--- src/rtl/uart_pkg.sv ---
// rtl/uart_pkg.sv - shared UART framing definitions for the transmit and receive paths
package uart_pkg;

  localparam int OVERSAMPLE = 16;

  localparam int PAR_NONE = 0;
  localparam int PAR_EVEN = 1;
  localparam int PAR_ODD  = 2;

  typedef enum logic [2:0] {
    IDLE,
    START,
    DATA,
    PAR,
    STOP
  } uart_state_e;

endpackage

--- src/rtl/baud_tick_gen.sv ---
// rtl/baud_tick_gen.sv - oversample tick generator, one tick every DVSR clk cycles
module baud_tick_gen #(
  parameter int DVSR   = 163,
  parameter int DVSR_W = 8
) (
  input  logic clk,
  input  logic reset,
  input  logic i_clear,
  output logic o_s_tick
);

  localparam logic [DVSR_W-1:0] CNT_LAST = DVSR_W'(DVSR - 1);

  logic [DVSR_W-1:0] r_cnt;
  logic              w_wrap;

  assign w_wrap = (r_cnt == CNT_LAST);

  always_ff @(posedge clk or negedge reset) begin
    if (!reset) begin
      r_cnt <= '0;
    end else if (i_clear || w_wrap) begin
      r_cnt <= '0;
    end else begin
      r_cnt <= r_cnt + 1'b1;
    end
  end

  // Gated by clear so a DVSR of 1 does not tick while the caller holds the phase.
  assign o_s_tick = !i_clear && w_wrap;

endmodule

--- src/rtl/uart_tx_core.sv ---
// rtl/uart_tx_core.sv - UART transmitter: start bit, DBIT data bits LSB first, optional parity, stop period
module uart_tx_core
  import uart_pkg::*;
#(
  parameter int DBIT    = 8,
  parameter int SB_TICK = 16,
  parameter int PARITY  = 0,
  parameter int DVSR    = 163,
  parameter int DVSR_W  = 8
) (
  input  logic       clk,
  input  logic       reset,
  input  logic       tx_start,
  input  logic [7:0] din,
  output logic       tx,
  output logic       tx_busy,
  output logic       tx_done_tick
);

  localparam int TICK_W = (SB_TICK > OVERSAMPLE) ? $clog2(SB_TICK) : 4;
  localparam logic [TICK_W-1:0] BIT_LAST  = TICK_W'(OVERSAMPLE - 1);
  localparam logic [TICK_W-1:0] STOP_LAST = TICK_W'(SB_TICK - 1);
  localparam logic [2:0]        DBIT_LAST = 3'(DBIT - 1);
  localparam logic [7:0]        DATA_MASK = 8'((1 << DBIT) - 1);
  localparam logic              PAR_INV   = (PARITY == PAR_ODD);

  uart_state_e       r_state, w_state_next;
  logic [TICK_W-1:0] r_tick,  w_tick_next;
  logic [2:0]        r_nbit,  w_nbit_next;
  logic [7:0]        r_shift, w_shift_next;
  logic              r_par,   w_par_next;
  logic              r_tx,    w_tx_next;
  logic              r_busy;
  logic              w_done;
  logic              w_s_tick;
  logic [7:0]        w_din_masked;

  assign w_din_masked = din & DATA_MASK;

  baud_tick_gen #(
    .DVSR   (DVSR),
    .DVSR_W (DVSR_W)
  ) u_baud (
    .clk      (clk),
    .reset    (reset),
    .i_clear  (r_state == IDLE),
    .o_s_tick (w_s_tick)
  );

  always_ff @(posedge clk or negedge reset) begin
    if (!reset) begin
      r_state <= IDLE;
      r_tick  <= '0;
      r_nbit  <= '0;
      r_shift <= '0;
      r_par   <= 1'b0;
      r_tx    <= 1'b1;
      r_busy  <= 1'b0;
    end else begin
      r_state <= w_state_next;
      r_tick  <= w_tick_next;
      r_nbit  <= w_nbit_next;
      r_shift <= w_shift_next;
      r_par   <= w_par_next;
      r_tx    <= w_tx_next;
      r_busy  <= (w_state_next != IDLE);
    end
  end

  always_comb begin
    w_state_next = r_state;
    w_tick_next  = r_tick;
    w_nbit_next  = r_nbit;
    w_shift_next = r_shift;
    w_par_next   = r_par;
    w_done       = 1'b0;

    case (r_state)
      IDLE: begin
        if (tx_start) begin
          w_state_next = START;
          w_tick_next  = '0;
          w_nbit_next  = '0;
          w_shift_next = w_din_masked;
          // Parity is fixed at capture time because the shift register is consumed.
          w_par_next   = (^w_din_masked) ^ PAR_INV;
        end
      end

      START: begin
        if (w_s_tick) begin
          if (r_tick == BIT_LAST) begin
            w_state_next = DATA;
            w_tick_next  = '0;
            w_nbit_next  = '0;
          end else begin
            w_tick_next = r_tick + 1'b1;
          end
        end
      end

      DATA: begin
        if (w_s_tick) begin
          if (r_tick == BIT_LAST) begin
            w_tick_next  = '0;
            w_shift_next = {1'b0, r_shift[7:1]};
            if (r_nbit == DBIT_LAST) begin
              w_state_next = (PARITY != PAR_NONE) ? PAR : STOP;
            end else begin
              w_nbit_next = r_nbit + 1'b1;
            end
          end else begin
            w_tick_next = r_tick + 1'b1;
          end
        end
      end

      PAR: begin
        if (w_s_tick) begin
          if (r_tick == BIT_LAST) begin
            w_state_next = STOP;
            w_tick_next  = '0;
          end else begin
            w_tick_next = r_tick + 1'b1;
          end
        end
      end

      STOP: begin
        if (w_s_tick) begin
          if (r_tick == STOP_LAST) begin
            w_state_next = IDLE;
            w_tick_next  = '0;
            w_done       = 1'b1;
          end else begin
            w_tick_next = r_tick + 1'b1;
          end
        end
      end

      default: begin
        w_state_next = IDLE;
        w_tick_next  = '0;
      end
    endcase
  end

  // The line level is computed for the state being entered so tx changes on the same edge.
  always_comb begin
    w_tx_next = 1'b1;
    case (w_state_next)
      START:   w_tx_next = 1'b0;
      DATA:    w_tx_next = w_shift_next[0];
      PAR:     w_tx_next = w_par_next;
      default: w_tx_next = 1'b1;
    endcase
  end

  assign tx           = r_tx;
  assign tx_busy      = r_busy;
  assign tx_done_tick = w_done;

endmodule

--- config.mk ---
export PLATFORM = sky130hd
export DESIGN_NAME = uart_tx_core
export DESIGN_NICKNAME = d
export VERILOG_FILES = /design/src/rtl/uart_pkg.sv /design/src/rtl/baud_tick_gen.sv /design/src/rtl/uart_tx_core.sv
export SDC_FILE = /design/constraint.sdc
export NUM_CORES = 1
export LEC_CHECK = 0
export ABC_AREA = 1
export CAP_MARGIN = 20
export CORE_MARGIN = 2
export CORE_UTILIZATION = 37
export CTS_CLUSTER_DIAMETER = 60
export DETAILED_ROUTE_END_ITERATION = 16
export DONT_BUFFER_PORTS = 1
export SLEW_MARGIN = 20
export SYNTH_ARGS = -nofsm -noshare
export SYNTH_HDL_FRONTEND = slang
export SYNTH_SLANG_ARGS = --single-unit
--- constraint.sdc ---
create_clock -name clk -period 1.4 [get_ports clk]
set_input_delay 0.07 -clock clk [delete_from_list [all_inputs] [get_ports clk]]
set_output_delay 0.07 -clock clk [all_outputs]
set_load 0.1 [all_outputs]
# After elaboration in Yosys (flattened, before gate mapping)
# Cells that the tools add are included.
dict set report classes {
  addsub 3
  n_eq_ne 17
  muxes 33
  reduce_logical 12
}
# operator n
set op_table {}
lappend op_table {{$mux 3} 16}
lappend op_table {{$mux 8} 4}
lappend op_table {{$pmux 8 s2} 1}
lappend op_table {{$pmux 3 s5} 1}
lappend op_table {{$eq 3x2->1 const B} 4}
lappend op_table {{$mux 4} 3}
lappend op_table {{$pmux 3 s3} 1}
lappend op_table {{$add 8x1->8 const B} 1}
lappend op_table {{$eq 8x8->1 const B} 1}
lappend op_table {{$ne 2x2->1 const B} 4}
lappend op_table {{$pmux 4 s2} 1}
lappend op_table {{$reduce_xor 8->1} 1}
lappend op_table {{$reduce_and 7->1} 1}
lappend op_table {{$eq 3x1->1 const B} 2}
lappend op_table {{$eq 3x3->1 const B} 2}
lappend op_table {{$ne 2x1->1 const B} 3}
lappend op_table {{$reduce_bool 3->1} 2}
lappend op_table {{$mux 1} 5}
lappend op_table {{$add 4x1->4 const B} 1}
lappend op_table {{$eq 4x4->1 const B} 1}
lappend op_table {{$reduce_and 4->1} 1}
lappend op_table {{$reduce_or 4->1} 1}
lappend op_table {{$add 3x1->3 const B} 1}
lappend op_table {{$logic_not 3->1} 1}
lappend op_table {{other kinds (6)} 6}
dict set report totals {
  register_bits 29
  input_bits 11
  wordCells 74
}

# Longest topological paths before layout
# Gate-level depths: netlist of run 1.
dict set report logic_depth {
  depth_word 7
  mapped_depth 11
}

# Cells and area by module
# From an unflattened synthesis of run 1, not the netlist that was laid out.
dict set report unflattened {
  cells_unflattened 239
  hier_area_um2 1775.5
}
# mod n_inst cells_per_inst area_per_inst_um2
set modules_own_cells {}
lappend modules_own_cells {uart_tx_core 1 185 1352.5}
lappend modules_own_cells {baud_tick_gen 1 54 422.9}

# Least setup slack after synthesis of run 1
# No wires, ideal clock.
dict set report synth_timing {
  path_kind {flip-flop to output port}
  start {reg u_baud.r_cnt[0]}
  end {out tx_done_tick}
  arrival_time_ns 2.275
  required_ns 1.330
  slack_ns -0.945
  stages_incl_launch_ff 7
  n_path_buf 0
  cell_sequence {dfrtp_1 > inv_1 > ha_1 > nand3_1 > nor2_4 > nand2_4 > nor2_1}
}
dict set report synth_via {
  elab_chain_len 4
}
# element line_no
set synth_rtl {}
lappend synth_rtl {{start, declared} baud_tick_gen.sv:14} ;# logic [DVSR_W-1:0] r_cnt;
lappend synth_rtl {{start signal, assigned} baud_tick_gen.sv:25} ;# r_cnt <= r_cnt + 1'b1;
lappend synth_rtl {{$eq 8x8->1} baud_tick_gen.sv:17} ;# assign w_wrap = (r_cnt == CNT_LAST);
lappend synth_rtl {{$logic_and 1x1->1} baud_tick_gen.sv:30} ;# assign o_s_tick = !i_clear && w_wrap;
lappend synth_rtl {{$mux 1} uart_tx_core.sv:130} ;# if (w_s_tick) begin
lappend synth_rtl {{$mux 1} uart_tx_core.sv:78} ;# case (r_state)
lappend synth_rtl {{end, declared} uart_tx_core.sv:17} ;# output logic tx_done_tick
# No other way between the ends.

# Worst setup path after layout of run 1
dict set report layout_timing {
  start {reg r_tick[0]}
  end {out tx_done_tick}
}
dict set report layout_via {
  elab_chain_len 4
}
# element line_no
set layout_rtl {}
lappend layout_rtl {{start, declared} uart_tx_core.sv:28} ;# logic [TICK_W-1:0] r_tick, w_tick_next;
lappend layout_rtl {{start signal, assigned} uart_tx_core.sv:61} ;# r_tick <= w_tick_next;
lappend layout_rtl {{$eq 4x4->1} uart_tx_core.sv:131} ;# if (r_tick == STOP_LAST) begin
lappend layout_rtl {{$mux 1} uart_tx_core.sv:131}
lappend layout_rtl {{$mux 1} uart_tx_core.sv:130}
lappend layout_rtl {{$mux 1} uart_tx_core.sv:78}
# No other way between the ends.

==> results.toml, run 1 <==
[outcome]
status = "complete, but fails checks"
violations = "setup timing"

[setup_path]
worstPathMaxFanout = 5
path_cells = "ha_4, nand3_4, a21oi_4, nand2_4, nor2_4, buf_12"
reg2reg_from = "r_tick[0]"
cp_slowest_cell = "dfrtp_1"
worstSetupEndpointType = "output port"
critPathLaunchType = "flop"
path_delay_family = "flip-flops"
arrival_ns = 1.54
reg2reg_depth = 9
slowest_delay_ns = 0.40
reg2reg_to = "r_shift[3]"
crit_required_ns = 1.33
reg2reg_setup_slack_ns = -0.17
cp_num_buf_inv = 1
crit_type = "reg2out"

[timing]
hold_violations = 0
drv_slew = 0
post-route-period-util_pct = 115
rsz0062_at_grt = "yes"
finClkSkew_ns = 0.00862
slew_headroom_pct = 67.4
finalSetupViolations = 17
fin_crit_ns = 1.61
worstMarginPinSlew_ns = 0.490
fin_ws_ns = -0.208
fmaxAchievable_mhz = 622

[placed_design]
place.port_buffers = 0
gp_congestion = 0.766
dp.final_hpwl_um = 2660

[die]
die_x_um = 72.7
pin_count = 14
design.die.area_mm2 = 0.00529
coreArea_mm2 = 0.00444
start_util_pct = 39.3
die_height_um = 72.7
num_rows = 24

[routing]
dr.pass1.iters = 4
drt_iter0_drc = 76
drc = 0
wire_per_inst_um = 12.9
routed-via-count = 1692
antenna_left = 0
totalWireLength_um = 4420
vias_per_cell = 4.95

[synthesis]
yosys.area.top_type = "dfrtp_1"
synth_xor_area_share_pct = 1.00
synth-compound-area-share_pct = 8.81
syn_area_mm2 = 0.00175
synthCells = 230
postSynthAreaPerCell_um2 = 7.59
synth_top_family_by_area = "simple AND/OR/NAND/NOR gates"
yosys.area_share.simple_pct = 37.5
synth_top_cell_area_share_pct = 40.1
ys_ff_latch = 29
syn_nets = 246
yosysSeqAreaShare_pct = 41.6
synthDistinctLibCells = 31
synth_fa_ha_area_share_pct = 3.58
synth.mux.area_fraction_pct = 0.573
synth.area.top_cells = "dfrtp_1 40%, nand2_1 15%, nand3_1 6.6%"
yosys_warnings = 0

[pwr]
power_density_mw_per_mm2 = 1170
peakVddDrop_v = 0.000563
power_leakage_nw = 1.27
power_mw = 3.14

[cts]
numCtsBuffers = 5
clk_pin_slew_ns = 0.07
cts.sinks = 29
cts.path.max_buffers = 2
cts_root_buf = "clkbuf_8"
cts_max_level = 2
clk_latency_ns = 0.28
cts_tree = "yes"

[grt]
grt_pass1_vias = 1619
grt_pass1_wl_um = 6670
antenna_found_initial = 0
overflow = 0
globalRouteTotalUtil_pct = 16.3
grt_max_degree = 30

[finish]
nNetsFinal = 305
area_growth_pct = 53.6
final_common_cell = "nand2_1"
drive_gt1_share_pct = 42.8
final_util_pct = 60.4
mostFrequentLayoutCells = "60 x nand2_1, 31 x buf_4, 25 x dfrtp_1"
antenna_cells = 0

[hold_path]
hold_path.startpoint = "din[3]"
hp-class = "in2reg"
hold_path_depth = 2
holdPathEnd = "r_shift[3]"

[flow_run]
max_cap_viol_count = 0
-- final cells by class --
| cell class | count | area [um2] |
|---|---|---|
| fill | 369 | 1760 |
| tap | 52 | 65.1 |
| multi-input combinational | 169 | 1150 |
| sequential | 29 | 731 |
| clock inverter | 1 | 30.0 |
| inverter | 31 | 124 |
| timing repair buffer | 53 | 497 |
| clock buffer | 7 | 86.3 |
-- synth_stat cells --
cell type	number
a21boi_1	1
a21oi_1	4
a21oi_2	1
a21oi_4	1
a22oi_2	1
buf_2	1
dfrtp_1	28
dfstp_2	1
ha_1	5
inv_1	22
inv_2	9
mux2i_1	1
nand2_1	68
nand2_2	4
nand2_4	1
nand3_1	23
nand3_2	5
nand4_1	3
nor2_1	23
nor2_4	4
nor3_1	4
nor3b_1	2
o211ai_1	4
o21a_1	1
o21ai_0	1
o21ai_1	6
o21ai_2	1
o21bai_1	1
or2_1	1
or2_2	1
xor2_1	2
-- metal layers --
metal,vias up,track usage (%),share of wire (%)
met1,800,18.8,43
met3,9,4.56,2.9
met5,-,0,0
met2,29,28.9,52
li1,854,-,-
met4,0,5.56,1.8
-- cells by family after synthesis --
logic type / after synthesis
AND/OR/NAND/NOR: 139
adder cells (fa/ha/maj): 5
AO/OA/AOI/OAI: 22
buffers and inverters: 32
XOR/XNOR: 2
flip-flops: 29
multiplexers: 1
-- report_power, final --
part / internal (mW) / leakage [nW] / total (mW) / switching [mW]
combinational: 0.544 / 0.846 / 1.09 / 0.549
sequential: 1.00 / 0.363 / 1.15 / 0.145
clock: 0.579 / 0.0585 / 0.896 / 0.317
total: 2.13 / 1.27 / 3.14 / 1.01
-- registers in the layout, summed over array words and instances, names as in the netlist --
register,cells
r_shift,8
u_baud.r_cnt,8
r_tick,4
r_nbit,3
r_state,3
r_par,1
tx,1
tx_busy,1
-- through the flow --
stage	hold slack, ns	setup TNS (ns)	instance area, um2	setup slack [ns]	instances
floorplan	-0.226	-0.240	1780	-0.136	230
global placement	-0.224	-0.435	2060	-0.0761	307
detailed placement	-0.225	-0.878	2060	-0.124	307
CTS	0.00689	-1.31	2390	-0.173	331
global route	0.0195	-3.45	2680	-0.262	342
finish	0.0116	-1.79	2680	-0.208	342
-- worst max-delay path by stage --
stage	from	endpoint	slack [ns]	cells past startpoint
floorplan	u_baud.r_cnt[0]	tx_done_tick	-0.14	6
global placement	u_baud.r_cnt[0]	tx_busy	-0.08	7
detailed placement	u_baud.r_cnt[0]	r_nbit[0]	-0.12	9
CTS	r_tick[1]	tx_done_tick	-0.17	6
global route	r_tick[0]	tx_done_tick	-0.26	6
finish	r_tick[0]	tx_done_tick	-0.21	6
-- repair_timing --
item                                    4_1_cts  5_1_grt
gates resized for setup                      13       57
hold buffers                                  9        0
cloned                                        0        0
endpoints found under the hold margin        36        0
buffers inserted                              7       13
endpoints found under the setup margin       20       26
pin swaps                                     4       31
No activity file was read; power rests on OpenSTA's default activity.
==> inputs of run 2 (changes only) <==
- SYNTH_HIERARCHICAL: not set -> 1
==> results.toml, run 2 <==
[routing]
dr.pass1.iters = 4
routed-via-count = 1638
vias_per_cell = 4.75
drc = 0
totalWireLength_um = 3870
wire_per_inst_um = 11.2
drt_iter0_drc = 106
antenna_left = 0

[setup_path]
slowest_delay_ns = 0.38
crit_required_ns = 1.33
worstSetupEndpointType = "output port"
worstPathMaxFanout = 2
arrival_ns = 1.88
path_delay_family = "simple AND/OR/NAND/NOR gates"
cp_num_buf_inv = 5
crit_type = "reg2out"
reg2reg_setup_slack_ns = -0.48
path_cells = "inv_2, ha_4, nand2_2, nor2_2, nand2_2, nor2_4, inv_4, nor2_8, inv_4, buf_12, nor2_4, buf_12"
cp_slowest_cell = "dfrtp_1"
critPathLaunchType = "flop"

[synthesis]
async_reset_ff_share_pct = 100
yosys.area.top_type = "dfrtp_1"
synthCells = 239
yosys_warnings = 6
yosysSeqAreaShare_pct = 40.9
synth_ff_type = "dfrtp_1"
synth.area.top_cells = "dfrtp_1 39%, nand2_1 16%, inv_1 8.5%"
yosys.cell_count.top_type = "nand2_1"
postSynthAreaPerCell_um2 = 7.43
synth-edff-count = 0
synthDistinctLibCells = 29
synth_top_cell_area_share_pct = 39.5
syn_nets = 255
ys_ff_latch = 29
yosys-top-cells-count = "74 x nand2_1, 40 x inv_1, 28 x dfrtp_1"
syn_area_mm2 = 0.00178

[cts]
cts_tree = "yes"
cts.path.max_buffers = 2
clk_pin_slew_ns = 0.06
cts_root_buf = "clkbuf_8"
cts.sinks = 29
clk_latency_ns = 0.28
cts_max_level = 2
numCtsBuffers = 5

[finish]
multi_input_area_mm2 = 0.00101
mostFrequentLayoutCells = "71 x nand2_1, 38 x inv_1, 28 x dfrtp_1"
nNetsFinal = 306
area_growth_pct = 39.3
nFillCells = 437
drive_gt1_share_pct = 29.9
antenna_cells = 0
top_regs = "r_shift (8), u_baud/r_cnt (8), r_tick (4)"
ff_latch_area_um2 = 727
final_common_cell = "nand2_1"

[outcome]
violations = "setup timing"
status = "complete, but fails checks"

[die]
coreArea_mm2 = 0.00466
pin_count = 14
die_x_um = 73.3
num_rows = 25
die_height_um = 73.3
design.die.area_mm2 = 0.00537
start_util_pct = 38.1

[pwr]
pwr-share-seq_pct = 52.8
swShare_pct = 22.2
power_frac_comb_pct = 6.3
p_sw_mw = 0.353
power_leakage_nw = 1.29
p_int_mw = 1.23
peakVddDrop_v = 0.000710
power_mw = 1.59
power_density_mw_per_mm2 = 642
clkPwrFrac_pct = 40.9

[timing]
post-route-period-util_pct = 140
fin_setup_tns_ns = -9.08
rsz0062_at_grt = "yes"
finClkSkew_ns = 0.00422
fin_crit_ns = 1.95
fin_ws_ns = -0.554
finalSetupViolations = 21
hold_violations = 0
worstMarginPinSlew_ns = 0.491
slew_headroom_pct = 67.3
drv_slew = 0
fmaxAchievable_mhz = 512

[hold_path]
hp-class = "in2reg"

[flow_run]
max_cap_viol_count = 0

[placed_design]
place.port_buffers = 0
gp_congestion = 0.751
place_ws_ns = -0.340
dp.final_hpwl_um = 2570

[grt]
grt_max_degree = 30
grt_pass1_wl_um = 6890
globalRouteTotalUtil_pct = 16.3
grt_pass1_vias = 1621
overflow = 0
antenna_found_initial = 0
==> run 2: changes by cell type in the layout (fill, tap and decap cells not counted), moves of 5 or more <==
cell      change
buf_6         -6
inv_2         -8
nand3_4       -6
nand2_1      +11
o221ai_2      +6
nor2_1        +6
inv_1        +21
buf_4         -5
==> run 2: cells by family (layout without fill, tap and decap cells) <==
| family | Yosys count | after routing | share of synthesized area [%] |
|---|---|---|---|
| flip-flops | 29 | 29 | 40.9 |
| XOR/XNOR | 4 | 4 | 1.97 |
| buffers and inverters | 45 | 96 | 9.80 |
| AO/OA/AOI/OAI | 25 | 25 | 10.1 |
| adder cells (fa/ha/maj) | 5 | 5 | 3.52 |
| AND/OR/NAND/NOR | 131 | 132 | 33.7 |
==> run 2: area by class of cell <==
type                            instances  share of cell area (%)
Multi-Input combinational cell        166                    41.0
Sequential cell                        29                    29.4
Timing Repair Buffer                   43                    16.4
Inverter                               45                    7.14
Clock buffer                            8                    3.24
Tap cell                               54                    2.73
==> run 2: final timing paths <==
check | startpoint | endpoint | depth (start not counted)
min in group asynchronous | reset | r_tick[1] | 2
max in group asynchronous | reset | tx | 2
hold / removal | din[7] | r_shift[7] | 2
setup reg to reg | u_baud/r_cnt[0] | r_tick[2] | 13
hold reg to reg | r_nbit[0] | r_nbit[0] | 1
setup / recovery | u_baud/r_cnt[0] | tx_done_tick | 12
==> run 2: worst reg2reg max path, delay by kind of cell, from the launching register on <==
kind,cells,cell delay [ns]
buf+inv,5,0.50
compound gates,2,0.30
simple gates,5,0.50
fa+ha+maj,1,0.12
flops,1,0.38
==> run 2: per-stage QoR <==
stage               area, um2  hold slack, ns  cells  utilization [%]
floorplan                1800          -0.226    239                -
global placement         2050          -0.225    314             43.9
detailed placement       2050          -0.225    314             43.9
CTS                      2380          0.0168    342             51.0
global route             2470          0.0154    345             53.0
finish                   2470          0.0126    345             53.0
==> run 2: repair_timing <==
item                       CTS  global route
gates resized for setup     18            20
hold buffers                 9             0
cloned                       1             0
setup endpoints to repair   21            21
pin swaps                   10            11
hold endpoints to repair    36             0
buffers inserted            10             6
==> run 2: routing by layer <==
layer	track usage [%]	vias up	share of wire [%]
met3	3.98	4	3.1
met2	28.7	18	53
met4	4.94	0	1.0
li1	-	844	-
met1	19.6	772	43
met5	0	-	0
==> run 2: power groups by stage <==
stage | registers, mW | logic (mW) | clock network (mW)
after floorplan | 0.854 | 0.0509 | 0
after global placement | 0.854 | 0.0590 | 0
after detailed placement | 0.854 | 0.0598 | 0
after CTS | 0.838 | 0.103 | 0.665
after global routing | 0.838 | 0.120 | 0.710
final | 0.839 | 0.0997 | 0.649
